==> src/rtl/ikin_pwm_pkg.sv <==
// Definitions shared by the servo PWM forward path and its capture-side readback.
// Both ends use the same PWM field location inside the fixed-point word.
package ikin_pwm_pkg;

    typedef enum logic [1:0] {
        IDLE  = 2'd0,
        ARMED = 2'd1,
        HIGH  = 2'd2
    } pwm_state_e;

    localparam int unsigned DEF_PWM_OFFSET = 8;
    localparam int unsigned DEF_PWM_WIDTH  = 8;

endpackage

==> src/rtl/pwm_in_sync.sv <==
// Two-flop synchronizer for the asynchronous PWM input, plus a delayed copy
// of the synchronized level used for rise/fall detection.
module pwm_in_sync (
    input  logic clk,
    input  logic rst_n,
    input  logic pwm,
    output logic s,
    output logic rise,
    output logic fall
);

    logic [1:0] sync_q;
    logic       p_q;

    always_ff @(posedge clk or negedge rst_n) begin
        if (!rst_n) begin
            sync_q <= 2'b00;
            p_q    <= 1'b0;
        end else begin
            sync_q <= {sync_q[0], pwm};
            p_q    <= sync_q[1];
        end
    end

    assign s    = sync_q[1];
    assign rise = sync_q[1] & ~p_q;
    assign fall = ~sync_q[1] & p_q;

endmodule

==> src/rtl/pwm_to_fxp.sv <==
// Measures servo PWM high time in prescaled ticks and places the count into
// the fixed-point PWM field, with saturation and lost-signal reporting.
module pwm_to_fxp
    import ikin_pwm_pkg::*;
#(
    parameter int unsigned FXP_WIDTH      = 20,
    parameter int unsigned PWM_OFFSET     = DEF_PWM_OFFSET,
    parameter int unsigned PWM_WIDTH      = DEF_PWM_WIDTH,
    parameter int unsigned PRESCALE       = 4,
    parameter int unsigned TIMEOUT_CYCLES = 2000000
) (
    input  logic                 ACLK,
    input  logic                 ARESETN,
    input  logic                 EN,
    input  logic                 PWM_IN,
    output logic [FXP_WIDTH-1:0] FXP_OUT,
    output logic                 FXP_VALID,
    output logic                 ERR_OVF,
    output logic                 LOST
);

    localparam int unsigned PSC_W = (PRESCALE > 1) ? $clog2(PRESCALE) : 1;
    localparam int unsigned TMO_W = $clog2(TIMEOUT_CYCLES + 1);
    localparam logic [PSC_W-1:0] PSC_MAX = PSC_W'(PRESCALE - 1);
    localparam logic [TMO_W-1:0] TMO_MAX = TMO_W'(TIMEOUT_CYCLES);

    logic s, rise, fall;

    pwm_in_sync u_sync (
        .clk   (ACLK),
        .rst_n (ARESETN),
        .pwm   (PWM_IN),
        .s     (s),
        .rise  (rise),
        .fall  (fall)
    );

    pwm_state_e           state_q, state_d;
    logic [PSC_W-1:0]     psc_q, psc_d, psc_base, psc_step;
    logic [PWM_WIDTH-1:0] cnt_q, cnt_d, cnt_base, cnt_step;
    logic                 ovf_q, ovf_d, ovf_base, ovf_step;
    logic [TMO_W-1:0]     tmo_q, tmo_d;
    logic [1:0]           settle_q, settle_d;
    logic [FXP_WIDTH-1:0] fxp_q, fxp_d;
    logic                 valid_q, valid_d, err_q, err_d, lost_q, lost_d;
    logic                 counting, result;

    always_ff @(posedge ACLK or negedge ARESETN) begin
        if (!ARESETN) state_q <= IDLE;
        else          state_q <= state_d;
    end

    // settle_q keeps IDLE from arming on the reset value of the synchronizer
    always_comb begin
        state_d = state_q;
        if (!EN) begin
            state_d = IDLE;
        end else begin
            case (state_q)
                IDLE:    if (!s && settle_q == 2'd3) state_d = ARMED;
                ARMED:   if (rise) state_d = HIGH;
                HIGH:    if (fall) state_d = ARMED;
                default: state_d = IDLE;
            endcase
        end
    end

    // One high-cycle step of the prescaler/count; the rise cycle steps from zero
    always_comb begin
        psc_base = psc_q;
        cnt_base = cnt_q;
        ovf_base = ovf_q;
        if (state_q == ARMED) begin
            psc_base = '0;
            cnt_base = '0;
            ovf_base = 1'b0;
        end
        psc_step = psc_base + 1'b1;
        cnt_step = cnt_base;
        ovf_step = ovf_base;
        if (psc_base == PSC_MAX) begin
            psc_step = '0;
            if (&cnt_base) ovf_step = 1'b1;
            else           cnt_step = cnt_base + 1'b1;
        end
    end

    always_comb begin
        result   = EN && (state_q == HIGH) && fall;
        counting = EN && (((state_q == ARMED) && rise) || ((state_q == HIGH) && s));

        psc_d = psc_q;
        cnt_d = cnt_q;
        ovf_d = ovf_q;
        if (!EN) begin
            psc_d = '0;
            cnt_d = '0;
            ovf_d = 1'b0;
        end else if (counting) begin
            psc_d = psc_step;
            cnt_d = cnt_step;
            ovf_d = ovf_step;
        end

        if (!EN || result)       tmo_d = '0;
        else if (tmo_q != TMO_MAX) tmo_d = tmo_q + 1'b1;
        else                     tmo_d = tmo_q;

        settle_d = (settle_q == 2'd3) ? settle_q : settle_q + 2'd1;

        fxp_d = fxp_q;
        if (result) begin
            fxp_d = '0;
            fxp_d[PWM_OFFSET -: PWM_WIDTH] = cnt_q;
        end
        valid_d = result;
        err_d   = result ? ovf_q : err_q;
        // a result in the same cycle as the threshold clears LOST
        if (result)                lost_d = 1'b0;
        else if (tmo_d == TMO_MAX) lost_d = 1'b1;
        else                       lost_d = lost_q;
    end

    always_ff @(posedge ACLK or negedge ARESETN) begin
        if (!ARESETN) begin
            psc_q    <= '0;
            cnt_q    <= '0;
            ovf_q    <= 1'b0;
            tmo_q    <= '0;
            settle_q <= 2'd0;
            fxp_q    <= '0;
            valid_q  <= 1'b0;
            err_q    <= 1'b0;
            lost_q   <= 1'b0;
        end else begin
            psc_q    <= psc_d;
            cnt_q    <= cnt_d;
            ovf_q    <= ovf_d;
            tmo_q    <= tmo_d;
            settle_q <= settle_d;
            fxp_q    <= fxp_d;
            valid_q  <= valid_d;
            err_q    <= err_d;
            lost_q   <= lost_d;
        end
    end

    assign FXP_OUT   = fxp_q;
    assign FXP_VALID = valid_q;
    assign ERR_OVF   = err_q;
    assign LOST      = lost_q;

endmodule
==> config.mk <==
export PLATFORM = sky130hd
export DESIGN_NAME = pwm_to_fxp
export DESIGN_NICKNAME = d
export VERILOG_FILES = /design/src/rtl/ikin_pwm_pkg.sv /design/src/rtl/pwm_in_sync.sv /design/src/rtl/pwm_to_fxp.sv
export SDC_FILE = /design/constraint.sdc
export NUM_CORES = 1
export LEC_CHECK = 0
export BUFFER_PORTS_ARGS = -buffer_cell sky130_fd_sc_hd__buf_2
export CAP_MARGIN = 20
export CORE_MARGIN = 2
export CORE_UTILIZATION = 35
export DETAILED_ROUTE_END_ITERATION = 6
export GPL_ROUTABILITY_DRIVEN = 0
export PLACE_DENSITY = 0.49
export SETUP_SLACK_MARGIN = 0.02
export SKIP_CTS_REPAIR_TIMING = 1
export SYNTH_ARGS = -nofsm -noshare
export SYNTH_HDL_FRONTEND = slang
export SYNTH_SLANG_ARGS = --single-unit
export TNS_END_PERCENT = 30
==> constraint.sdc <==
create_clock -name ACLK -period 5.4 [get_ports ACLK]
set_clock_uncertainty 0.05 [all_clocks]
set_input_delay 0.27 -clock ACLK [delete_from_list [all_inputs] [get_ports ACLK]]
set_output_delay 0.27 -clock ACLK [all_outputs]
set_load 0.01 [all_outputs]
After elaboration in Yosys (flattened, before gate mapping). Cells that the tools add are included.

Bits of input ports: 4. Bits in registers: 50. RAM bits: 0. Bits in latches: 0. ROM bits: 0. Word-level logic and storage cells: 67. Output and inout bits: 23. Memories: 0.

Add/sub/neg operators: 4. Multiplexer cells: 23. Eq/ne operators: 10. Divide/modulo/power cells: 0. Order comparisons: 0. Shifts and indexed selects: 0. Reduce and logical (&&, ||, !) cells: 14. Multiply operators: 0. Bitwise gates (word level): 4.

Operators with widths (count): 21-bit two-way mux (2); 8-bit two-way mux (5); 21-bit by 1-bit adder with 21-bit output (second input constant) (1); 21-bit == test (second input constant) (1); 21-bit inequality test (second input constant) (1); 2-bit two-way mux (8); 3-bit inequality test (second input constant) (3); 8-bit by 1-bit adder with 8-bit output (second input constant) (1); 8-bit AND reduction (1); 1-bit two-way mux (7); 2-bit == test (second input constant) (3); 1-bit logical AND (6); 2-bit one-hot mux with 3 select lines (1); 2-bit by 1-bit adder with 2-bit output (second input constant) (2); 3-bit AND reduction (1); 1-bit AND (2); 2-bit by 1-bit == test with 1-bit output (second input constant) (1); 1-bit zero test (2); 2-bit zero test (1); 1-bit logical OR (2); 2-bit by 1-bit inequality test with 1-bit output (second input constant) (1); 1-bit NOT (2); 2-bit nonzero test (1).

Depth between registers and ports, before layout. Gate-level depths: netlist (run 1).

Word-level depth: 8. Gate-level depth with buffers: 10.

Hierarchy. Synthesis (run 1) repeated with hierarchy kept, for this count alone.

Cell total of the unflattened synthesis: 318. Area, all modules: 2884.0 µm².

Modules (own cells, without submodules): pwm_to_fxp (cells each 313, area each 2793.9 µm², times used 1); pwm_in_sync (cells each 5, area each 90.1 µm², times used 1).

Worst setup path after synthesis (run 1). No wires, ideal clock.

Path type: register to register. Start point: register state_q[1]. End point: register cnt_q[4]. Data required time: 5268 ps. Buffers on the path: 2. Setup time: 82 ps. Stages on the path, launching flop included: 11. Arrival: 2076 ps. Slack: 3192 ps. Path through: dfrtp_1 nand2b_1 buf_2 and2_1 ha_1 nand2_1 o31a_1 buf_2 nand4_1 or4_1 a31oi_1.

Longest elaborated chain between the ends: 7. Elaborated cells between the ends (all ways): 16.

RTL lines: from (decl) (line pwm_to_fxp.sv:38) `pwm_state_e state_q, state_d;`; from (signal assigned) (line pwm_to_fxp.sv:50) `else state_q <= state_d;`; 2-bit by 1-bit == test with 1-bit output (line pwm_to_fxp.sv:73, pwm_to_fxp.sv:90); 8-bit two-way mux (line pwm_to_fxp.sv:73) `if (state_q == ARMED) begin`; 8-bit by 1-bit adder with 8-bit output or 8-bit AND reduction (tied branches) (line pwm_to_fxp.sv:84, pwm_to_fxp.sv:83); 8-bit two-way mux (line pwm_to_fxp.sv:83) `if (&cnt_base) ovf_step = 1'b1;`; 8-bit two-way mux (line pwm_to_fxp.sv:81) `if (psc_base == PSC_MAX) begin`; 8-bit two-way mux (line pwm_to_fxp.sv:99) `end else if (counting) begin`; 8-bit two-way mux (line pwm_to_fxp.sv:95) `if (!EN) begin`; to (signal assigned) (line pwm_to_fxp.sv:137) `cnt_q <= cnt_d;`; to (decl) (line pwm_to_fxp.sv:40) `logic [PWM_WIDTH-1:0] cnt_q, cnt_d, cnt_base, cnt_step;`.

Parallel ways exist; a longest one is shown, timed or not. The select of a mux whose other input is x is not followed. A chain may end at the register's enable or synchronous reset.

Worst setup path after layout (run 1).
Start point: register tmo_q[0]. End point: register lost_q (netlist: LOST).

Longest elaborated chain between the ends: 5. Elaborated cells between the ends (all ways): 6.

RTL lines: from (decl) (line pwm_to_fxp.sv:42) `logic [TMO_W-1:0] tmo_q, tmo_d;`; from (signal assigned) (line pwm_to_fxp.sv:139) `tmo_q <= tmo_d;`; 21-bit by 1-bit adder with 21-bit output or 21-bit inequality test (tied branches) (line pwm_to_fxp.sv:106) `else if (tmo_q != TMO_MAX) tmo_d = tmo_q + 1'b1;`; 21-bit two-way mux * (line pwm_to_fxp.sv:106); 21-bit two-way mux * (line pwm_to_fxp.sv:105) `if (!EN || result) tmo_d = '0;`; 21-bit == test * (line pwm_to_fxp.sv:120) `else if (tmo_d == TMO_MAX) lost_d = 1'b1;`; 2-bit nonzero test (no line) *; to (signal assigned) (line pwm_to_fxp.sv:144) `lost_q <= lost_d;`; to (decl) (line pwm_to_fxp.sv:45) `logic valid_q, valid_d, err_q, err_d, lost_q, lost_d;`.

Every way passes the cells marked *; elsewhere a longest branch is shown, timed or not.

==> flow_summary.ini, run 1 <==
[outcome]
outcome = complete, no violations

[yosys]
ys.flop_type = dfrtp_1
synth-edff-count = 0
synth_seq_cells = 50
synth_area_leaders = dfrtp_1 43%, nand2_1 5.6%, nor2_1 4.0%
yosysSeqAreaShare_pct = 42.77
synth.top_cell.area_share_pct = 42.77
syn-mean-instance-area_sq_um = 9.057
synthCells = 323
yosys.area.top_type = dfrtp_1
syn-cell-area_sq_um = 2925
yosys_warnings = 0
synth_cell_types = 57
async_reset_ff_share_pct = 100.0

[worst_setup_path]
end_kind = flop
reg2reg_depth = 7
crit_start = tmo_q[0]
r2r_slack_ns = 2.80
cp-start-kind = flop
criticalPathCategory = reg2reg
cp.required_ns = 5.58
timing.rr.start = tmo_q[0]
cp_max_fo = 11
crit_arrival_ns = 2.78

[timing]
min_period_over_period_pct = 48.15
fmax_ghz = 0.3846
setup-violations-final = 0
whs_ns = 0.01340
maxSlewHeadroom_pct = 45.24
finalHoldViolCount = 0
worstMarginPinSlew_ns = 0.8194
finalCriticalPeriod_ns = 2.600
grt_setup_unrepaired = no
fin_tns_setup_ns = 0
drv_slew = 0

[power_and_ir_drop]
power_density_nw_per_um2 = 213.3
p_leak_uw = 0.001368
ir_drop_mv = 0.1260

[clock_tree]
cts_tree = done
cts_buffers = 5
cts_sinks = 50
cts-root-buf = clkbuf_8
insertion_delay_ns = 0.31
htree_levels = 2
path_clk_slew_ns = 0.09
clk_path_buf_depth = 2

[global_route]
gr-total-overflow = 0
groute.usage.overall_pct = 14.89
grt_pass1_vias = 2112
grt_max_degree = 51
antenna_found_initial = 0
grt_pass1_wl_um = 10550

[drt]
drc_errors = 0
drtIter0Drc = 76
via_per_inst = 5.141
dr.pass1.iters = 5
ant_nets = 0
wl_per_cell_um = 14.45
routed_wl_um = 6242
vias = 2221

[floorplanning]
start_util_pct = 35.78
coreArea_sq_um = 8175
rows = 33
dieArea_sq_um = 9105
ios = 27
fp.dieW_um = 95.42
fp.dieH_um = 95.42

[finish]
final_cell_mix = 50 x dfrtp_1, 44 x nand2_1, 31 x nor2_1
syn2layout_area_growth_pct = 5.988
fin_nets = 335
final_common_cell = dfrtp_1
fin_util_pct = 37.92
final_layout_size_suffix_gt1_share_pct = 10.40
antennaDiodeCount = 0

[flow_run]
drv_cap = 0

[placement]
io_buffers = 14
hpwl_um = 4251

[worst_hold_path]
hp-class = in2async
==> critical path: stages (launching register included) <==
cell	delay, ns
dfrtp_1	0.52
ha_1	0.46
nand4_2	0.27
or3_4	0.41
nor4_4	0.24
xor2_1	0.18
nand3_1	0.14
o31ai_2	0.25
==> cells by family (layout without fill, tap and decap cells) <==
| group | after synthesis | count (layout) | synth area share [%] |
|---|---|---|---|
| AOI/OAI and AO/OA | 48 | 48 | 10.39 |
| xor gates and xnor gates | 19 | 19 | 5.689 |
| adders and majority gates | 5 | 5 | 2.139 |
| buffers and inverters | 41 | 34 | 7.313 |
| DFF | 50 | 50 | 42.77 |
| muxes | 5 | 5 | 1.754 |
| other | 1 | 12 | 0.1282 |
| and+or+nand+nor | 154 | 154 | 29.81 |
==> cell usage after synthesis (all sizes together), types with 5 or more instances <==
| library cell | instances |
|---|---|
| nand4 | 12 |
| inv | 9 |
| clkbuf | 8 |
| xor2 | 10 |
| a21oi | 12 |
| nand2 | 44 |
| and2 | 5 |
| nand3 | 18 |
| dfrtp | 50 |
| nor3 | 5 |
| buf | 23 |
| nand2b | 5 |
| o21ai | 15 |
| xnor2 | 9 |
| ha | 5 |
| nor2 | 31 |
| nor4 | 8 |
==> layout make-up <==
type                       count  area, sq um
clock buffer                   7        86.33
multi-input combinational    243         1501
fill                         836         5075
sequential                    50         1251
clock inverter                 1        5.005
timing repair buffer          16        87.58
tap                          105        131.4
inverter                      10        37.54
==> power by group <==
group | internal [uW] | leakage (uW) | switching [uW] | total, uW
combinational | 11.8 | 0.000642 | 32.6 | 44.4
clock | 104 | 0.0000482 | 128 | 231
sequential | 379 | 0.000677 | 7.12 | 386
==> stage by stage <==
| stage | total power, uW | cells | instance area [sq um] | setup WS (ns) |
|---|---|---|---|---|
| finish | 661.5 | 432 | 3100 | 2.800 |
| global route | 696.2 | 432 | 3100 | 2.603 |
| CTS | 672.5 | 431 | 3090 | 2.771 |
| detailed placement | 437.8 | 423 | 2999 | 2.829 |
| global placement | 437.8 | 423 | 2999 | 2.775 |
| floorplan | 426.9 | 334 | 2967 | 3.192 |
==> state kept, by name (all words and copies together), names as in the netlist <==
signal,flops
u_sync.p_q,1
ovf_q,1
state_q,2
LOST,1
settle_q,2
psc_q,2
FXP_OUT,8
cnt_q,8
tmo_q,21
u_sync.sync_q,2
ERR_OVF,1
FXP_VALID,1
==> worst paths after layout <==
path / end
max reg2reg: LOST
min: tmo_q[0]
max in group asynchronous: state_q[1]
max: LOST
min in group ACLK: tmo_q[20]
min reg2reg: u_sync.sync_q[1]
==> per-layer routing <==
layer | GRT usage [%] | vias up | part of all wire (%)
li1 | - | 1113 | -
met1 | 20.69 | 1063 | 47
met2 | 23.77 | 39 | 49
met3 | 2.688 | 6 | 2.9
met4 | 4.405 | 0 | 1.3
met5 | 0 | - | 0
Power figures use the tool's default switching activity.
==> run 2: changes to the inputs <==
Clock period 5.4 ns to 2.55 ns, I/O delays scaled along.
==> flow_summary.ini, run 2 (same netlist as run 1, synthesis figures left out) <==
[power_and_ir_drop]
ir_drop_mv = 0.2021
pwr-share-clk_pct = 34.3
p_sw_uw = 368.3
p_leak_uw = 0.001429
combPwrFrac_pct = 7.2
p_seq_share_pct = 58.5
total_power_uw = 1395
power_density_nw_per_um2 = 436.0
internal_power_uw = 1027
swShare_pct = 26.40

[worst_setup_path]
crit_arrival_ns = 2.44
cp_max_fo = 6
cp_cell_sequence = nand2b_1 -> and2_1 -> ha_1 -> nand2_1 -> o31a_1 -> nand4_1 -> or4_1 -> a31oi_1
cp_slowest_stage_delay_ns = 0.43
cp-start-kind = flop
criticalPathCategory = reg2reg
reg2reg_depth = 8
end_kind = flop
cp.required_ns = 2.73
slowest_stage = dfrtp_1

[finish]
final_common_cell = dfrtp_1
fill_cells = 852
regArea_sq_um = 1251
multiInputGateArea_sq_um = 1501
fin_util_pct = 39.13
final_layout_size_suffix_gt1_share_pct = 13.82
syn2layout_area_growth_pct = 9.367
final_cell_mix = 50 x dfrtp_1, 44 x nand2_1, 31 x nor2_1
fin_nets = 348
regMostFlops = tmo_q
final_cell_area_sq_um = 3199
antennaDiodeCount = 0
largest_reg_flops = 21

[global_route]
groute.usage.overall_pct = 15.65
antenna_found_initial = 0
grt_pass1_wl_um = 11040
grt_max_degree = 29
gr-total-overflow = 0
grt_pass1_vias = 2228

[timing]
worstMarginPinSlew_ns = 0.6500
grt_setup_unrepaired = no
finalCriticalPeriod_ns = 2.259
fin_tns_setup_ns = 0
setup-violations-final = 0
fmax_ghz = 0.4427
drv_slew = 0
maxSlewHeadroom_pct = 56.37
finalHoldViolCount = 0
min_period_over_period_pct = 88.59

[placement]
hpwl_um = 4678
io_buffers = 14
postPlaceCellArea_sq_um = 3067

[outcome]
outcome = complete, no violations

[floorplanning]
ios = 27
coreArea_sq_um = 8175
fp.dieW_um = 95.42
dieArea_sq_um = 9105
fp.dieH_um = 95.42
rows = 33
start_util_pct = 35.78

[drt]
drtIter0Drc = 69
wl_per_cell_um = 14.53
routed_wl_um = 6466
dr.pass1.iters = 5
drc_errors = 0
ant_nets = 0
vias = 2285
via_per_inst = 5.135

[clock_tree]
cts_buffers = 5
htree_levels = 2
insertion_delay_ns = 0.30
clk_path_buf_depth = 2
cts-root-buf = clkbuf_8
cts_tree = done
cts_sinks = 50
path_clk_slew_ns = 0.10

[flow_run]
drv_cap = 0

[worst_hold_path]
hp-class = in2reg
hold_depth = 3
-- run 2: cell types whose count changed in the layout (fill, tap and decap cells not counted), sizes merged --
cell         delta
buf            +12
dlygate4sd3     +1
clkinvlp        +1
clkinv          +1
clkbuf          -2
-- run 2: metrics by stage --
stage / hold slack (ns) / worst slack [ns] / std cells
floorplan: -0.2181 / 0.3423 / 334
global placement: 0.1393 / 0.2641 / 432
detailed placement: 0.1507 / 0.2006 / 432
CTS: -0.1901 / 0.1940 / 440
global route: 0.1164 / 0.1176 / 445
finish: 0.1196 / 0.2909 / 445
-- run 2: critical path: cells and delay by family, from the launching register on --
kind | cells | cell delay, ns
AND/OR/NAND/NOR | 5 | 1.07
AO/OA/AOI/OAI | 2 | 0.40
flip-flops | 1 | 0.43
adder cells (fa/ha/maj) | 1 | 0.24
-- run 2: worst paths after layout --
kind	from	end	slack, ns
max	state_q[1]	cnt_q[4]	0.29
min	EN	tmo_q[20]	0.12
max reg2reg	state_q[1]	cnt_q[4]	0.29
min reg2reg	u_sync.sync_q[0]	u_sync.sync_q[1]	0.31
max in group asynchronous	ARESETN	psc_q[0]	1.51
min in group asynchronous	ARESETN	tmo_q[5]	0.32
-- run 2: area by class of cell --
cell class / instances / area share (%)
Inverter: 10 / 1.173
Clock inverter: 3 / 0.6648
Multi-Input combinational cell: 243 / 46.93
Sequential cell: 50 / 39.11
Tap cell: 105 / 4.106
Timing Repair Buffer: 29 / 5.866
Clock buffer: 5 / 2.151
-- run 2: power groups by stage --
stage / registers [uW] / clock network [uW] / logic (uW)
after global routing: 818 / 540 / 119
after global placement: 831 / 0 / 101
after CTS: 816 / 503 / 101
final: 816 / 478 / 101
after floorplan: 826 / 0 / 78.2
after detailed placement: 832 / 0 / 101
-- run 2: layer usage --
layer / wire [um] / track usage [%] / vias to the layer above
li1: - / - / 1138
met1: 3065 / 21.43 / 1105
met2: 3118 / 25.18 / 33
met3: 196 / 3.004 / 9
met4: 85 / 4.762 / 0
met5: 0 / 0 / -
==> run 3: changes to the inputs <==
Settings changed: CORE_UTILIZATION 35 to 45, PLACE_DENSITY 0.49 to 0.6.
==> flow_summary.ini, run 3 (same netlist as run 1, synthesis figures left out) <==
[drt]
wl_per_cell_um = 14.23
dr.pass1.iters = 4
maxUsedRoutingLayer = met4
ant_nets = 0
drc_errors = 0
via_per_inst = 5.512
routed_wl_um = 5861
met3WireLength_um = 189
drtIter0Drc = 143
met2_length_um = 2732
met1_length_um = 2869
vias = 2271

[worst_hold_path]
hp-class = in2reg
hp-start = EN
hold_depth = 3
min_to = tmo_q[20]

[worst_setup_path]
cp_max_fo = 9
crit_arrival_ns = 2.55
cp_top_family = simple AND/OR/NAND/NOR gates
r2r_slack_ns = 0.18
end_kind = flop
critPathMostFrequentCell = nand2_1
slowest_stage = dfrtp_1
critPathBufInv = 1
criticalPathCategory = reg2reg
cp_slowest_stage_delay_ns = 0.42
cp-start-kind = flop
cp.required_ns = 2.73
crit_cells = 9
timing.rr.start = state_q[1]
reg2reg_depth = 9
cp_cell_sequence = nand2b_1 -> and2_1 -> ha_1 -> nand2_1 -> o31a_1 -> buf_4 -> nand2_1 -> or4_1 -> a21oi_1
rr_endpoint = cnt_q[3]

[timing]
grt_setup_unrepaired = no
drv_slew = 0
fmax_ghz = 0.4213
min_period_over_period_pct = 93.08
finalHoldViolCount = 0
worstMarginPinSlew_ns = 0.6918
setup-violations-final = 0
finalCriticalPeriod_ns = 2.374
maxSlewHeadroom_pct = 53.57
whs_ns = 0.1287
fin_tns_setup_ns = 0

[finish]
final_common_cell = dfrtp_1
final_cell_mix = 50 x dfrtp_1, 44 x nand2_1, 31 x nor2_1
final_layout_size_suffix_gt1_share_pct = 12.24
fin_nets = 344
syn2layout_area_growth_pct = 6.801
regMostFlops = tmo_q
largest_reg_flops = 21
antennaDiodeCount = 0

[global_route]
gr-total-overflow = 0
antenna_found_initial = 0
grt_pass1_vias = 2072
grt_pass1_wl_um = 10100
grt_max_degree = 39
groute.usage.overall_pct = 17.36

[clock_tree]
cts_sinks = 50
insertion_delay_ns = 0.30
path_clk_slew_ns = 0.08
htree_levels = 2
cts_buffers = 5
cts_tree = done
clk_path_buf_depth = 2
cts-root-buf = clkbuf_8

[flow_run]
drv_cap = 0

[placement]
io_buffers = 14
hpwl_um = 4228

[power_and_ir_drop]
power_density_nw_per_um2 = 431.4
p_leak_uw = 0.001401
ir_drop_mv = 0.2096
total_power_uw = 1348

[floorplanning]
ios = 27
dieArea_sq_um = 7161
fp.dieW_um = 84.63
start_util_pct = 46.33
coreArea_sq_um = 6314
fp.dieH_um = 84.63
rows = 29

[outcome]
outcome = complete, no violations
[run 3: changes by cell type in the layout (fill, tap and decap cells not counted)]
cell,before,now
buf_4,13,9
clkbuf_1,0,1
clkinv_2,1,0
clkinv_4,1,0
[run 3: layout make-up]
| class | count | area (sq um) |
|---|---|---|
| fill | 620 | 3189 |
| multi-input combinational | 243 | 1501 |
| sequential | 50 | 1251 |
| timing repair buffer | 25 | 157.7 |
| tap | 77 | 96.34 |
| clock buffer | 6 | 72.57 |
| inverter | 10 | 37.54 |
| clock inverter | 1 | 7.507 |
[run 3: worst reg2reg max path: cells and delay by family (launching register included)]
family | cells | cell delay, ns
AND/OR/NAND/NOR | 5 | 1.06
flip-flops | 1 | 0.42
AO/OA/AOI/OAI | 2 | 0.38
adder cells (fa/ha/maj) | 1 | 0.24
buffers and inverters | 1 | 0.16
[run 3: worst max path at each step]
stage,start,end,slack (ns)
3_3_place_gp,state_q[1],cnt_q[4],0.20
2_1_floorplan,state_q[1],cnt_q[4],0.34
5_1_grt,state_q[1],cnt_q[4],0.03
4_1_cts,state_q[1],cnt_q[4],0.10
6_report,state_q[1],cnt_q[3],0.18
3_5_place_dp,state_q[1],cnt_q[4],0.12
[run 3: metal layers]
layer  global-route usage, %  vias to the layer above
met2                   27.34                       43
met3                   2.950                        7
met5                       0                        -
li1                        -                     1131
met1                   24.83                     1090
met4                   4.762                        0
[run 3: where the power goes]
part | internal, uW | switching [uW]
logic | 28.7 | 68.3
registers | 801 | 14.2
clock network | 188 | 247
total | 1020 | 329
[run 3: through the flow]
step	worst slack [ns]	utilization [%]	instance area (sq um)	std cells
finish	0.1764	49.48	3124	412
global route	0.02519	49.48	3124	412
CTS	0.1047	48.81	3082	407
detailed placement	0.1177	47.54	3002	400
global placement	0.2045	47.54	3002	400
floorplan	0.3423	-	2967	334
